==> src/rtl/jtframe_slot_arb_pkg.sv <==
// Shared types and constants for the SDRAM slot arbiter: FSM encoding,
// default address width and the slot-index width helper.
package jtframe_slot_arb_pkg;

  localparam int DEF_AW = 22;

  typedef enum logic [1:0] {
    IDLE     = 2'd0,
    WAIT_ACK = 2'd1,
    WAIT_RDY = 2'd2
  } arb_state_t;

  // Width of a slot index; a single slot still needs one bit.
  function automatic int sel_w(input int n);
    return (n > 1) ? $clog2(n) : 1;
  endfunction

endpackage

==> src/rtl/jtframe_slot_arb_if.sv <==
// SDRAM read-port handshake between the slot arbiter (master) and the
// framework SDRAM controller (slave).
interface jtframe_slot_arb_if
  import jtframe_slot_arb_pkg::*;
#(
  parameter int AW = DEF_AW
) ();

  logic          sdram_req;
  logic [AW-1:0] sdram_addr;
  logic          sdram_ack;
  logic          data_rdy;
  logic [31:0]   data_read;
  logic          refresh_en;

  modport master (
    output sdram_req, sdram_addr, refresh_en,
    input  sdram_ack, data_rdy, data_read
  );

  modport slave (
    input  sdram_req, sdram_addr, refresh_en,
    output sdram_ack, data_rdy, data_read
  );

endinterface

==> src/rtl/jtframe_arb_rr.sv <==
// Combinational round-robin picker: first set bit of miss, searching
// upward from last+1 and wrapping modulo SLOTS.
module jtframe_arb_rr #(
  parameter int SLOTS = 5,
  parameter int SW    = 3
) (
  input  logic [SLOTS-1:0] miss,
  input  logic [SW-1:0]    last,
  output logic [SW-1:0]    gnt,
  output logic             any
);

  logic [SW-1:0] idx;

  // NOTE: every variable written here gets a default first, so no path
  // leaves a value held over and no latch is inferred.
  always_comb begin
    gnt = '0;
    any = 1'b0;
    idx = '0;
    for (int k = 1; k <= SLOTS; k++) begin
      idx = SW'((int'(last) + k) % SLOTS);
      if (!any && miss[idx]) begin
        any = 1'b1;
        gnt = idx;
      end
    end
  end

endmodule

==> src/rtl/jtframe_slot_arb.sv <==
// Round-robin SDRAM read scheduler with a one-entry cache per ROM slot.
// Reads are issued only on a miss; slot_ok flags a cached word for the address.
module jtframe_slot_arb
  import jtframe_slot_arb_pkg::*;
#(
  parameter int SLOTS = 5,
  parameter int AW    = DEF_AW
) (
  input  logic                clk,
  input  logic                rstn,
  input  logic                downloading,
  input  logic                loop_rst,
  input  logic [SLOTS-1:0]    slot_cs,
  input  logic [SLOTS*AW-1:0] slot_addr,
  output logic [SLOTS-1:0]    slot_ok,
  output logic [SLOTS*32-1:0] slot_dout,
  jtframe_slot_arb_if.master  sdram
);

  localparam int SW = sel_w(SLOTS);

  arb_state_t     state, state_nxt;
  logic [AW-1:0]  tag  [SLOTS];
  logic [31:0]    dout [SLOTS];
  logic [SLOTS-1:0] valid, hit, miss;
  logic [SW-1:0]  last, gnt, pick;
  logic           any, block, discard, grant_en, fill_en;

  assign block = downloading | loop_rst;

  always_comb begin
    hit  = '0;
    miss = '0;
    for (int i = 0; i < SLOTS; i++) begin
      hit[i]  = slot_cs[i] & valid[i] & ~block & (tag[i] == slot_addr[i*AW +: AW]);
      miss[i] = slot_cs[i] & ~hit[i];
    end
  end

  jtframe_arb_rr #(.SLOTS(SLOTS), .SW(SW)) u_rr (
    .miss (miss),
    .last (last),
    .gnt  (pick),
    .any  (any)
  );

  // NOTE: sequential state uses non-blocking assignments so every register
  // samples the pre-edge values, independent of statement order.
  always_ff @(posedge clk or negedge rstn) begin
    if (!rstn) state <= IDLE;
    else       state <= state_nxt;
  end

  always_comb begin
    state_nxt = state;
    case (state)
      IDLE:     if (any && !block)   state_nxt = WAIT_ACK;
      WAIT_ACK: if (sdram.sdram_ack) state_nxt = WAIT_RDY;
      WAIT_RDY: if (sdram.data_rdy)  state_nxt = IDLE;
      default:                       state_nxt = IDLE;
    endcase
  end

  always_comb begin
    sdram.sdram_req = (state == WAIT_ACK);
    grant_en        = (state == IDLE) && any && !block;
    fill_en         = (state == WAIT_RDY) && sdram.data_rdy;
  end

  // A transfer that overlaps a download or loop reset is completed but its
  // data is dropped, even if the blocking signal has fallen by data_rdy.
  always_ff @(posedge clk or negedge rstn) begin
    if (!rstn) begin
      last             <= SW'(SLOTS-1);
      gnt              <= '0;
      discard          <= 1'b0;
      sdram.sdram_addr <= '0;
      sdram.refresh_en <= 1'b0;
    end else begin
      if (grant_en) begin
        gnt              <= pick;
        last             <= pick;
        discard          <= 1'b0;
        sdram.sdram_addr <= slot_addr[pick*AW +: AW];
      end else if (block && state != IDLE) begin
        discard <= 1'b1;
      end
      sdram.refresh_en <= (state_nxt == IDLE) && !any;
    end
  end

  // NOTE: the cache is a handful of flops rather than a RAM, so it is reset;
  // that gives slot_dout a defined zero after reset.
  always_ff @(posedge clk or negedge rstn) begin
    if (!rstn) begin
      valid <= '0;
      for (int i = 0; i < SLOTS; i++) begin
        tag[i]  <= '0;
        dout[i] <= '0;
      end
    end else if (block) begin
      valid <= '0;
    end else if (fill_en && !discard) begin
      tag[gnt]   <= sdram.sdram_addr;
      dout[gnt]  <= sdram.data_read;
      valid[gnt] <= 1'b1;
    end
  end

  always_ff @(posedge clk or negedge rstn) begin
    if (!rstn) slot_ok <= '0;
    else       slot_ok <= hit;
  end

  always_comb begin
    slot_dout = '0;
    for (int i = 0; i < SLOTS; i++) slot_dout[i*32 +: 32] = dout[i];
  end

endmodule
==> src/flat_wrapper.sv <==
// flat-port wrapper written by rule: the top's interface ports become plain ports
module jtframe_slot_arb_flat import jtframe_slot_arb_pkg::*;
#(
  parameter int SLOTS = 5,
  parameter int AW    = DEF_AW
)
  (clk, rstn, downloading, loop_rst, slot_cs, slot_addr, slot_ok, slot_dout, sdram_sdram_req, sdram_sdram_addr, sdram_refresh_en, sdram_sdram_ack, sdram_data_rdy, sdram_data_read);
  jtframe_slot_arb_if #(.AW(AW)) sdram_i ();
  input  logic clk;
  input  logic rstn;
  input  logic downloading;
  input  logic loop_rst;
  input  logic [SLOTS-1:0] slot_cs;
  input  logic [SLOTS*AW-1:0] slot_addr;
  output logic [SLOTS-1:0] slot_ok;
  output logic [SLOTS*32-1:0] slot_dout;
  output wire logic [$bits(sdram_i.sdram_req)-1:0] sdram_sdram_req;
  output wire logic [$bits(sdram_i.sdram_addr)-1:0] sdram_sdram_addr;
  output wire logic [$bits(sdram_i.refresh_en)-1:0] sdram_refresh_en;
  input wire logic [$bits(sdram_i.sdram_ack)-1:0] sdram_sdram_ack;
  input wire logic [$bits(sdram_i.data_rdy)-1:0] sdram_data_rdy;
  input wire logic [$bits(sdram_i.data_read)-1:0] sdram_data_read;
  assign sdram_sdram_req = sdram_i.sdram_req;
  assign sdram_sdram_addr = sdram_i.sdram_addr;
  assign sdram_refresh_en = sdram_i.refresh_en;
  assign sdram_i.sdram_ack = sdram_sdram_ack;
  assign sdram_i.data_rdy = sdram_data_rdy;
  assign sdram_i.data_read = sdram_data_read;
  jtframe_slot_arb #(.SLOTS(SLOTS), .AW(AW)) u_core (.clk(clk), .rstn(rstn), .downloading(downloading), .loop_rst(loop_rst), .slot_cs(slot_cs), .slot_addr(slot_addr), .slot_ok(slot_ok), .slot_dout(slot_dout), .sdram(sdram_i));
endmodule
==> config.mk <==
export PLATFORM = sky130hd
export DESIGN_NAME = jtframe_slot_arb_flat
export DESIGN_NICKNAME = d
export VERILOG_FILES = /design/src/rtl/jtframe_slot_arb_pkg.sv /design/src/rtl/jtframe_slot_arb_if.sv /design/src/rtl/jtframe_arb_rr.sv /design/src/rtl/jtframe_slot_arb.sv /design/src/flat_wrapper.sv
export SDC_FILE = /design/constraint.sdc
export NUM_CORES = 1
export LEC_CHECK = 0
export CAP_MARGIN = 0
export CORE_MARGIN = 3
export CORE_UTILIZATION = 39
export CTS_CLUSTER_SIZE = 20
export DETAILED_ROUTE_END_ITERATION = 10
export PLACE_DENSITY = 0.7
export SLEW_MARGIN = 40
export SYNTH_ARGS = -nofsm -noshare
export SYNTH_HDL_FRONTEND = slang
export SYNTH_SLANG_ARGS = --single-unit
==> constraint.sdc <==
create_clock -name clk -period 11.3 [get_ports clk]
set_clock_uncertainty 0.15 [all_clocks]
set_input_delay 2.825 -clock clk [delete_from_list [all_inputs] [get_ports clk]]
set_output_delay 2.825 -clock clk [all_outputs]
set_load 0.01 [all_outputs]
After elaboration in Yosys (flattened, before gate mapping) --
Cells that the tools add are included.
Word-level totals: register bits after elaboration 312, word-level logic and storage cells 137, output and inout bits 189
Cells by class: reduce and logical (&&, ||, !) cells 26, equality and inequality tests 7, order comparisons 9, multiply operators 1, divide/modulo/power cells 5, bitwise gates (word level) 29, shifts and indexed selects 1, multiplexer cells 36, $add $sub $neg 5
Operator list (count):
- $bwmux W160 | 1
- $mod A32 B4 Y32 const B | 5
- $bwmux W110 | 1
- $eq A22 B22 Y1 | 5
- $shiftx A110 B9 Y22 | 1
- $demux W32 S3 | 1
- $demux W22 S3 | 1
- $mux W32 | 1
- $lt A3 B4 Y1 const B | 6
- $mux W22 | 1
- $and A1 B1 Y1 | 20
- $bmux W1 S3 | 5
- $mux W3 | 5
- $logic_and A1 B1 Y1 | 13
- $mux W1 | 13
- $mux W5 | 2
- $add A3 B2 Y4 const B | 2
- $add A3 B3 Y4 const B | 2
- $logic_not A1 Y1 | 7
- $mul A3 B4 Y7 const B | 1
- $mux W2 | 3
- $not A1 Y1 | 6
- $pmux W2 S3 | 1
- $reduce_bool A2 Y1 | 3
- 12 further kinds | 13

Depth between registers and ports, before layout --
Gate-level depths: netlist of the first run.
word-level depth 26, depth in mapped cells 23

Hierarchy --
From an unflattened synthesis of the first run, not the netlist that was laid out.
Second synthesis, totals: cell total of the unflattened synthesis 1156, area total of the unflattened synthesis 15429.8 um2
Modules (own cells, without submodules):
- jtframe_slot_arb | area each 13569.3 um2, cells each 912, sequential area each 7758.7 um2, instances 1
- jtframe_arb_rr | area each 1860.5 um2, cells each 244, sequential area each 0.0 um2, instances 1

Least setup slack after synthesis of the first run --
No wires, ideal clock.
path type input-to-reg, start point input loop_rst, end point register u_core.sdram.sdram_addr[14], setup slack 5.391 ns, stages on the path 13, data arrival time 5.665 ns, path buffers 2, data required time 11.056 ns, cell sequence nor2_4 -> nand4_1 -> or4_4 -> o31ai_4 -> o22a_1 -> a31oi_2 -> nor4_4 -> nor3b_1 -> o22ai_2 -> buf_6 -> buf_8 -> mux2i_1 -> a221oi_2
Between the ends: word-level cells in the longest chain between the ends 23, elaborated cells on any way between the ends 55, classes of those cells mul: 1; shift: 1; mux: 20; bitwise: 22; reduce/logical: 11
Ends and longest elaborated chain:
- start: declaration | line flat_wrapper.sv:12 | input logic loop_rst;
- $or A1 B1 Y1 (*) | line jtframe_slot_arb.sv:29 | assign block = downloading | loop_rst;
- $not A1 Y1 (no line)
- $and A1 B1 Y1 (2 in a row) | line jtframe_slot_arb.sv:35 | hit[i] = slot_cs[i] & valid[i] & ~block & (tag[i] == slot_addr[i*AW +: AW]);
- $not A1 Y1 | line jtframe_slot_arb.sv:36 | miss[i] = slot_cs[i] & ~hit[i];
- $and A1 B1 Y1 | line jtframe_slot_arb.sv:36
- $bmux W1 S3 | line jtframe_arb_rr.sv:23 | if (!any && miss[idx]) begin
- $mux W1 (not written as such) | line jtframe_arb_rr.sv:23
- $mux W1 | line jtframe_arb_rr.sv:23
- (+6 left out)
- $logic_not A1 Y1 | line jtframe_arb_rr.sv:23
- $logic_and A1 B1 Y1 | line jtframe_arb_rr.sv:23
- $mux W1 | line jtframe_arb_rr.sv:23
- $logic_not A1 Y1 | line jtframe_arb_rr.sv:23
- $logic_and A1 B1 Y1 | line jtframe_arb_rr.sv:23
- $mux W3 / $mux W1 (equally long branches) | line jtframe_arb_rr.sv:23
- $mul A3 B4 Y7 / $logic_and A1 B1 Y1 (equally long branches) | line jtframe_slot_arb.sv:84, jtframe_slot_arb.sv:66
- $shiftx A110 B9 Y22 / $logic_and A1 B1 Y1 (equally long branches) | line jtframe_slot_arb.sv:84, jtframe_slot_arb.sv:66
- end signal: assignment | line jtframe_slot_arb.sv:84 | sdram.sdram_addr <= slot_addr[pick*AW +: AW];
- end: declaration | line jtframe_slot_arb_if.sv:17 | output sdram_req, sdram_addr, refresh_en,
Every way passes the cells marked *; elsewhere a longest branch is shown, timed or not. The select of a mux whose other input is x is not followed. A chain may end at the register's enable or synchronous reset.

Worst setup path after layout of the first run --
start point input slot_addr[65], end point register u_core.sdram.sdram_addr[0]
Between the ends: word-level cells in the longest chain between the ends 21, elaborated cells on any way between the ends 36, classes of those cells mul: 1; eq/ne: 1; shift: 1; mux: 20; bitwise: 3; reduce/logical: 10
Ends and longest elaborated chain:
- start: declaration | line flat_wrapper.sv:14 | input logic [SLOTS*AW-1:0] slot_addr;
- $eq A22 B22 Y1 (*) | line jtframe_slot_arb.sv:35
- $and A1 B1 Y1 (*) | line jtframe_slot_arb.sv:35
- $not A1 Y1 (*) | line jtframe_slot_arb.sv:36
- $and A1 B1 Y1 (*) | line jtframe_slot_arb.sv:36
- $bmux W1 S3 | line jtframe_arb_rr.sv:23
- $mux W1 (not written as such) | line jtframe_arb_rr.sv:23
- $mux W1 | line jtframe_arb_rr.sv:23
- $logic_not A1 Y1 | line jtframe_arb_rr.sv:23
- (+5 left out)
- $logic_not A1 Y1 | line jtframe_arb_rr.sv:23
- $logic_and A1 B1 Y1 | line jtframe_arb_rr.sv:23
- $mux W1 | line jtframe_arb_rr.sv:23
- $logic_not A1 Y1 | line jtframe_arb_rr.sv:23
- $logic_and A1 B1 Y1 | line jtframe_arb_rr.sv:23
- $mux W3 / $mux W1 (equally long branches) | line jtframe_arb_rr.sv:23
- $mul A3 B4 Y7 / $logic_and A1 B1 Y1 (equally long branches) | line jtframe_slot_arb.sv:84, jtframe_slot_arb.sv:66
- $shiftx A110 B9 Y22 / $logic_and A1 B1 Y1 (equally long branches) | line jtframe_slot_arb.sv:84, jtframe_slot_arb.sv:66
Marks and branches as above.

==> key figures, run 1 <==
Global route
  • GRT Resource Usage Total: 0.231
  • Global-route wire length before repair: ~73 mm
  • Remaining Overflow, GRT: 0
  • Largest net degree at the start of global routing: 86
  • Antenna violations before repair: 2
  • Vias in the first global route: between 10000 and 15000

Die
  • Row count: 71
  • Initial Util: 0.399
  • Die X: 203 um
  • Die area: 41300 um2
  • Die height: 203 um
  • IO Pins: approximately 340
  • Core footprint: 38000 um2

STA
  • RSZ-0062 raised after global routing: no
  • Final hold vios: 0
  • Worst rel slew slack: 0.463
  • Min Tclk post-route: 7.11 ns
  • Setup TNS: 0 ns
  • Count of final setup violators: 0
  • Pins Over Slew Limit: 0
  • F_max: 141 MHz
  • Final Cycle Share: 0.629
  • Least-Margin Pin Slew: 0.804 ns

Layout
  • Synth-to-Final Area Change: 34.5%
  • Most frequent cells in the layout: clkdlybuf4s50_1 (340), dfrtp_1 (309), mux2_2 (273)
  • Antenna fix cells: 0
  • Layout net count: 1675
  • Layout cells sized above 1: 0.269
  • Most common cell after layout, fill and taps aside: clkdlybuf4s50_1
  • Fin cells: slightly above 2000

CTS
  • CTS tree: yes
  • Root buffer cell: clkbuf_16
  • Worst-Skew Late Latency: roughly 0.55 ns
  • Clock transition at path regs: 0.06 ns
  • CTS buffer count: 36
  • Hold_buf cts: 0
  • Post_cts resized: 0
  • Postcts setup bufs: 0
  • Clk sinks: 310
  • CTS H-tree lvls: 2
  • Clock Tree Buf Depth: 3

Drt
  • Detailed-router iteration count before antenna repair: 5
  • Final ANT Viol Nets: 0
  • Via count: 10944
  • Final WL: slightly below 50 mm
  • 1st-iter DRT viols: a little under 500
  • Vias per cell: ~5.4
  • Drt drc: 0
  • Avg WL per Cell: 23.8 um

Synthesis
  • Synth area leader: dfrtp_1
  • Async set or reset register ratio after synthesis: 1.00
  • Sequential area share after synthesis: 0.511
  • Gate Count Post-Synth: about 1100
  • Post-synthesis net count: 1322
  • Avg Inst Size Synth: 13.3 um2
  • Synth warnings: 0
  • Top FF cell, synth: dfrtp_1
  • Synth Register Bits: 310
  • Synth top area cells: dfrtp_1 (51%), mux2_2 (20%), xnor2_1 (4.5%), mux2i_1 (3.6%), xor2_1 (2.3%)
  • Share of the synthesized area in the top cell type: 0.509
  • Post-synth EDFFs: 0
  • Cell variety after synth: 79
  • Syn Std Cell Area: approximately 15000 um2

Pwr
  • Worst vdd ir: 0.229 mV
  • PD cells: 266 nW/um2
  • Leak pwr: 9.37 nW

Job
  • Max-cap viol count: 0

Run status
  • Status: finished clean

Placement
  • GPL Wtd Cong: 0.861
  • Hpwl dp: around 35 mm
  • # port buffers: 341
  • DP Cell Count: 1967

Worst setup path
  • Arrival @ worst endpoint: 7.35 ns
  • CP max FO: 13
  • Setup crit start kind: input pin
  • Crit. End Element: flip-flop
  • Critical path type: in2reg
  • Required @ worst endpoint: about 12 ns

Worst hold path
  • HP Class: reg2reg
==> where the power goes <==
part	internal, mW	leakage [nW]	switching, mW
logic	1.29	4.57	1.44
registers	1.35	4.22	0.217
clock network	0.656	0.576	0.475
==> area by class of cell <==
| cell class | instances | area (um2) |
|---|---|---|
| sequential | 310 | 7760 |
| fill | 3297 | 17600 |
| clock inverter | 14 | 95.1 |
| timing repair buffer | 358 | 3620 |
| multi-input combinational | 773 | 7180 |
| tap | 511 | 639 |
| inverter | 17 | 63.8 |
| clock buffer | 51 | 1060 |
==> sequential cells by signal (all words and copies together) (netlist names) <==
register / cells
u_core.tag: 110
u_core.gnt: 3
u_core.slot_ok: 5
u_core.sdram.refresh_en: 1
u_core.valid: 5
u_core.slot_dout: 160
u_core.discard: 1
u_core.state: 2
u_core.last: 1
u_core.sdram.sdram_addr: 22
==> synth_stat cells, types with 8 or more instances <==
cell      instances
a21oi_1          12
a221oi_2         20
clkbuf_1         28
dfrtp_1         309
ha_1             26
inv_1            14
mux2_2          273
mux2i_1          54
nand2_1          41
nand2b_1          8
nand3_1          11
nand4_1          19
nor2_1           26
nor4_1           13
o21ai_0          14
o22ai_1          22
xnor2_1          78
xor2_1           40
==> worst max-delay path, cell delays in order <==
cell and delay (ns):
clkdlybuf4s50_1 0.53, xnor2_1 0.34, nand4_1 0.20, or4_1 0.57, o21ai_1 0.48, mux2i_1 0.21, o2bb2ai_1 0.24, nor4_4 0.36
o21ai_0 0.15, a22o_1 0.23, nor2_2 0.62, buf_4 0.44, a221oi_1 0.15
==> cell families (layout without fill, tap and decap cells) <==
logic type	after synthesis	in the layout	synth area share
fa+ha+maj	26	26	0.0214
xor+xnor	120	120	0.0702
buf+inv	60	440	0.0195
flops	310	310	0.511
simple gates	168	168	0.0613
compound gates	132	132	0.0782
mux	327	327	0.238
==> routing by layer <==
layer	global-route usage	part of all wire	wire length, um
met1	0.305	0.44	21100
met5	0	0.00064	31
met2	0.371	0.46	22500
met3	0.0763	0.080	3870
met4	0.0538	0.019	936
==> metrics by stage <==
stage	setup slack (ns)	power, mW	hold WS (ns)	instance area [um2]	util
floorplan	5.39	3.50	0.278	15200	-
global placement	3.41	4.24	0.291	19100	0.503
detailed placement	3.69	4.30	0.303	19200	0.506
CTS	4.21	5.46	0.313	20400	0.536
global route	4.03	5.73	0.347	20400	0.537
finish	4.19	5.43	0.311	20400	0.537
==> path summary, 6_finish.rpt <==
kind,endpoint,cells after the start,slack [ns],startpoint
setup / recovery,u_core.sdram.sdram_addr[0]$_DFFE_PN0P_,13,4.19,slot_addr[65]
hold / removal,u_core.valid[2]$_DFFE_PN0P_,2,0.31,u_core.valid[2]$_DFFE_PN0P_
setup reg to reg,u_core.sdram.sdram_addr[0]$_DFFE_PN0P_,21,4.79,u_core.gnt[1]$_DFFE_PN0P_
hold reg to reg,u_core.valid[2]$_DFFE_PN0P_,2,0.31,u_core.valid[2]$_DFFE_PN0P_
max in group asynchronous,u_core.slot_dout[68]$_DFFE_PN0P_,2,7.65,rstn
min in group asynchronous,u_core.tag[36]$_DFFE_PN0P_,1,2.12,rstn
(Power assumes the default switching activity.)
==> inputs of run 2 (changes only) <==
--- a/config.mk
+++ b/config.mk
@@ -10,7 +10,7 @@
 export CORE_UTILIZATION = 39
 export CTS_CLUSTER_SIZE = 20
 export DETAILED_ROUTE_END_ITERATION = 10
-export PLACE_DENSITY = 0.7
+export PLACE_DENSITY = 0.72
 export SLEW_MARGIN = 40
 export SYNTH_ARGS = -nofsm -noshare
 export SYNTH_HDL_FRONTEND = slang
==> constraint.sdc (replaced) <==
create_clock -name clk -period 6 [get_ports clk]
set_clock_uncertainty 0.15 [all_clocks]
set_input_delay 1.5 -clock clk [delete_from_list [all_inputs] [get_ports clk]]
set_output_delay 1.5 -clock clk [all_outputs]
set_load 0.01 [all_outputs]
==> run 2 against run 1 <==
Net effect:
- setup slack worse by 3.6 ns
- non-clock buffer count up 13
- utilization increased by 0.56 points
- flip-flop and latch count stayed put
==> key figures, run 2 (synthesis gave the netlist of run 1 again) <==
Die
  • Die height: 203 um
  • IO Pins: 342
  • Die X: about 200 um
  • Initial Util: 0.399
  • Die area: approximately 41000 um2
  • Row count: 71
  • Core footprint: 38000 um2

Drt
  • Final WL: 47.9 mm
  • 1st-iter DRT viols: 410
  • Drt drc: 0
  • Via count: approximately 11000
  • Final ANT Viol Nets: 0
  • Avg WL per Cell: 23.5 um
  • Detailed-router iteration count before antenna repair: 5
  • Vias per cell: 5.37

STA
  • F_max: between 150 and 200 MHz
  • Count of final setup violators: 0
  • Pins Over Slew Limit: 0
  • Min Tclk post-route: 5.40 ns
  • Fin worst setup slack: 0.595 ns
  • Final hold vios: 0
  • Least-Margin Pin Slew: between 0.6 and 0.7 ns
  • Final Cycle Share: 0.901
  • Hold_ws: approximately 0.31 ns
  • RSZ-0062 raised after global routing: no
  • Worst rel slew slack: 0.538
  • Setup TNS: 0 ns

Worst setup path
  • Critical path type: reg2reg
  • Required @ worst endpoint: 6.28 ns
  • CP Cell Sequence: ha_1 -> xnor2_2 -> inv_2 -> ha_1 -> nor2_1 -> a22oi_1 -> xnor2_1 -> inv_1 -> ha_1 -> a21boi_0 -> a32oi_2 -> xnor2_1 -> nor2b_1 -> a22o_1 -> a31oi_4 -> and3_1 -> nor3b_1 -> o22ai_4 -> buf_12 -> mux2i_1 -> a221oi_1
  • Setup crit start kind: flip-flop
  • Arrival @ worst endpoint: 5.69 ns
  • CP dominant cell by count: ha_1
  • Highest-delay cell along the critical path: dfrtp_1
  • CP max FO: 17
  • Worst r2r src: u_core.gnt[0]$_DFFE_PN0P_
  • End of the worst register-to-register path: u_core.sdram.sdram_addr[21]$_DFFE_PN0P_
  • Crit. End Element: flip-flop
  • FF-to-FF setup slack: 0.60 ns
  • Register-to-Register Path Depth: 21
  • Critical path's largest stage delay: 0.51 ns

Placement
  • Placed cell areas: just under 20000 um2
  • # port buffers: 341
  • GPL Wtd Cong: 0.888
  • DP Cell Count: 1981
  • Dpl ws: 0.303 ns
  • Hpwl dp: 34.4 mm

Pwr
  • Clock Power Share: 0.206
  • Sw frac: 0.384
  • Psw: 4.06 mW
  • Leak pwr: 9.48 nW
  • Total Power: 10.6 mW
  • Worst vdd ir: 0.460 mV
  • Internal power: 6.52 mW
  • PD cells: between 500 and 600 nW/um2
  • Combinational share of power: 0.516
  • Sequential share of power: 0.278

Global route
  • Met1 GRT Util: 0.300
  • Remaining Overflow, GRT: 0
  • Most Crowded Layer GR: met2
  • Met3 usage: 0.0753
  • GRT Resource Usage Total: 0.230
  • M2 GR Usage: 0.369
  • Largest net degree at the start of global routing: 120
  • Global-route wire length before repair: 73.3 mm
  • Antenna violations before repair: 2
  • Vias in the first global route: between 10000 and 15000

Worst hold path
  • Hold path depth: 2
  • Hold Startpoint: u_core.valid[2]$_DFFE_PN0P_
  • Hold EP: u_core.valid[2]$_DFFE_PN0P_
  • HP Class: reg2reg

CTS
  • Root buffer cell: clkbuf_16
  • CTS H-tree lvls: 2
  • Hold_buf cts: 0
  • Clk sinks: 310
  • Clock Tree Buf Depth: 3
  • Worst-Skew Late Latency: 0.55 ns
  • Postcts setup bufs: 0
  • Post_cts resized: 0
  • CTS tree: yes
  • Clock transition at path regs: approximately 0.060 ns
  • CTS buffer count: 35

Layout
  • Synth-to-Final Area Change: 35.9%
  • Max reg flops: 160
  • Fin cells: 2043
  • Post-route cell area: 20600 um2
  • Layout cells sized above 1: 0.272
  • Layout net count: about 1700
  • Antenna fix cells: 0
  • Most common cell after layout, fill and taps aside: clkdlybuf4s50_1
  • Fin util: 0.542
  • Most frequent cells in the layout: clkdlybuf4s50_1 (340), dfrtp_1 (309), mux2_2 (273)

Job
  • Max-cap viol count: 0

Run status
  • Status: finished clean
[run 2: cell types whose count changed in the layout (fill, tap and decap cells not counted), moves of 2 or more]
| cell | previous run | this run |
|---|---|---|
| buf_4 | 8 | 17 |
| bufinv_16 | 0 | 2 |
| buf_12 | 3 | 11 |
| clkinv_2 | 9 | 3 |
| buf_6 | 3 | 1 |
| clkbuf_1 | 5 | 7 |
| clkinv_4 | 2 | 0 |
[run 2: layer usage]
metal | vias up | routed length, um
met1 | 5615 | 20400
met2 | 366 | 22300
met4 | 4 | 1340
met3 | 72 | 3890
li1 | 4907 | -
met5 | - | 15
[run 2: layout make-up]
class	count	area (um2)
Timing Repair Buffer	371	3800
Tap cell	511	639
Fill cell	3227	17400
Clock inverter	9	138
Multi-Input combinational cell	773	7180
Clock buffer	52	1040
Sequential cell	310	7760
Inverter	17	63.8
[run 2: power by group through the flow]
stage,Combinational (mW),Clock (mW),Sequential [mW]
after floorplan,3.62,0,2.98
after global placement,5.31,0,2.95
after detailed placement,5.38,0,2.97
after CTS,5.42,2.24,2.94
after global routing,5.82,2.32,3.00
final,5.45,2.18,2.94
[run 2: how the worst max path moves through the flow]
stage                                   start                                       to  depth (start not counted)
floorplan           u_core.gnt[0]$_DFFE_PN0P_  u_core.sdram.sdram_addr[10]$_DFFE_PN0P_                         21
global placement                     loop_rst  u_core.sdram.sdram_addr[21]$_DFFE_PN0P_                         13
detailed placement                   loop_rst  u_core.sdram.sdram_addr[21]$_DFFE_PN0P_                         13
CTS                 u_core.gnt[0]$_DFFE_PN0P_  u_core.sdram.sdram_addr[21]$_DFFE_PN0P_                         21
global route        u_core.gnt[0]$_DFFE_PN0P_   u_core.sdram.sdram_addr[3]$_DFFE_PN0P_                         21
finish              u_core.gnt[0]$_DFFE_PN0P_  u_core.sdram.sdram_addr[21]$_DFFE_PN0P_                         21
[run 2: worst max-delay path, delay by kind of cell, from the launching register on]
kind	cells	cell delay, ns
adders and majority gates	3	0.78
buffers and inverters	3	0.51
muxes	1	0.10
and+or+nand+nor	4	0.51
xor gates and xnor gates	3	1.02
DFF	1	0.51
AOI/OAI and AO/OA	7	1.69
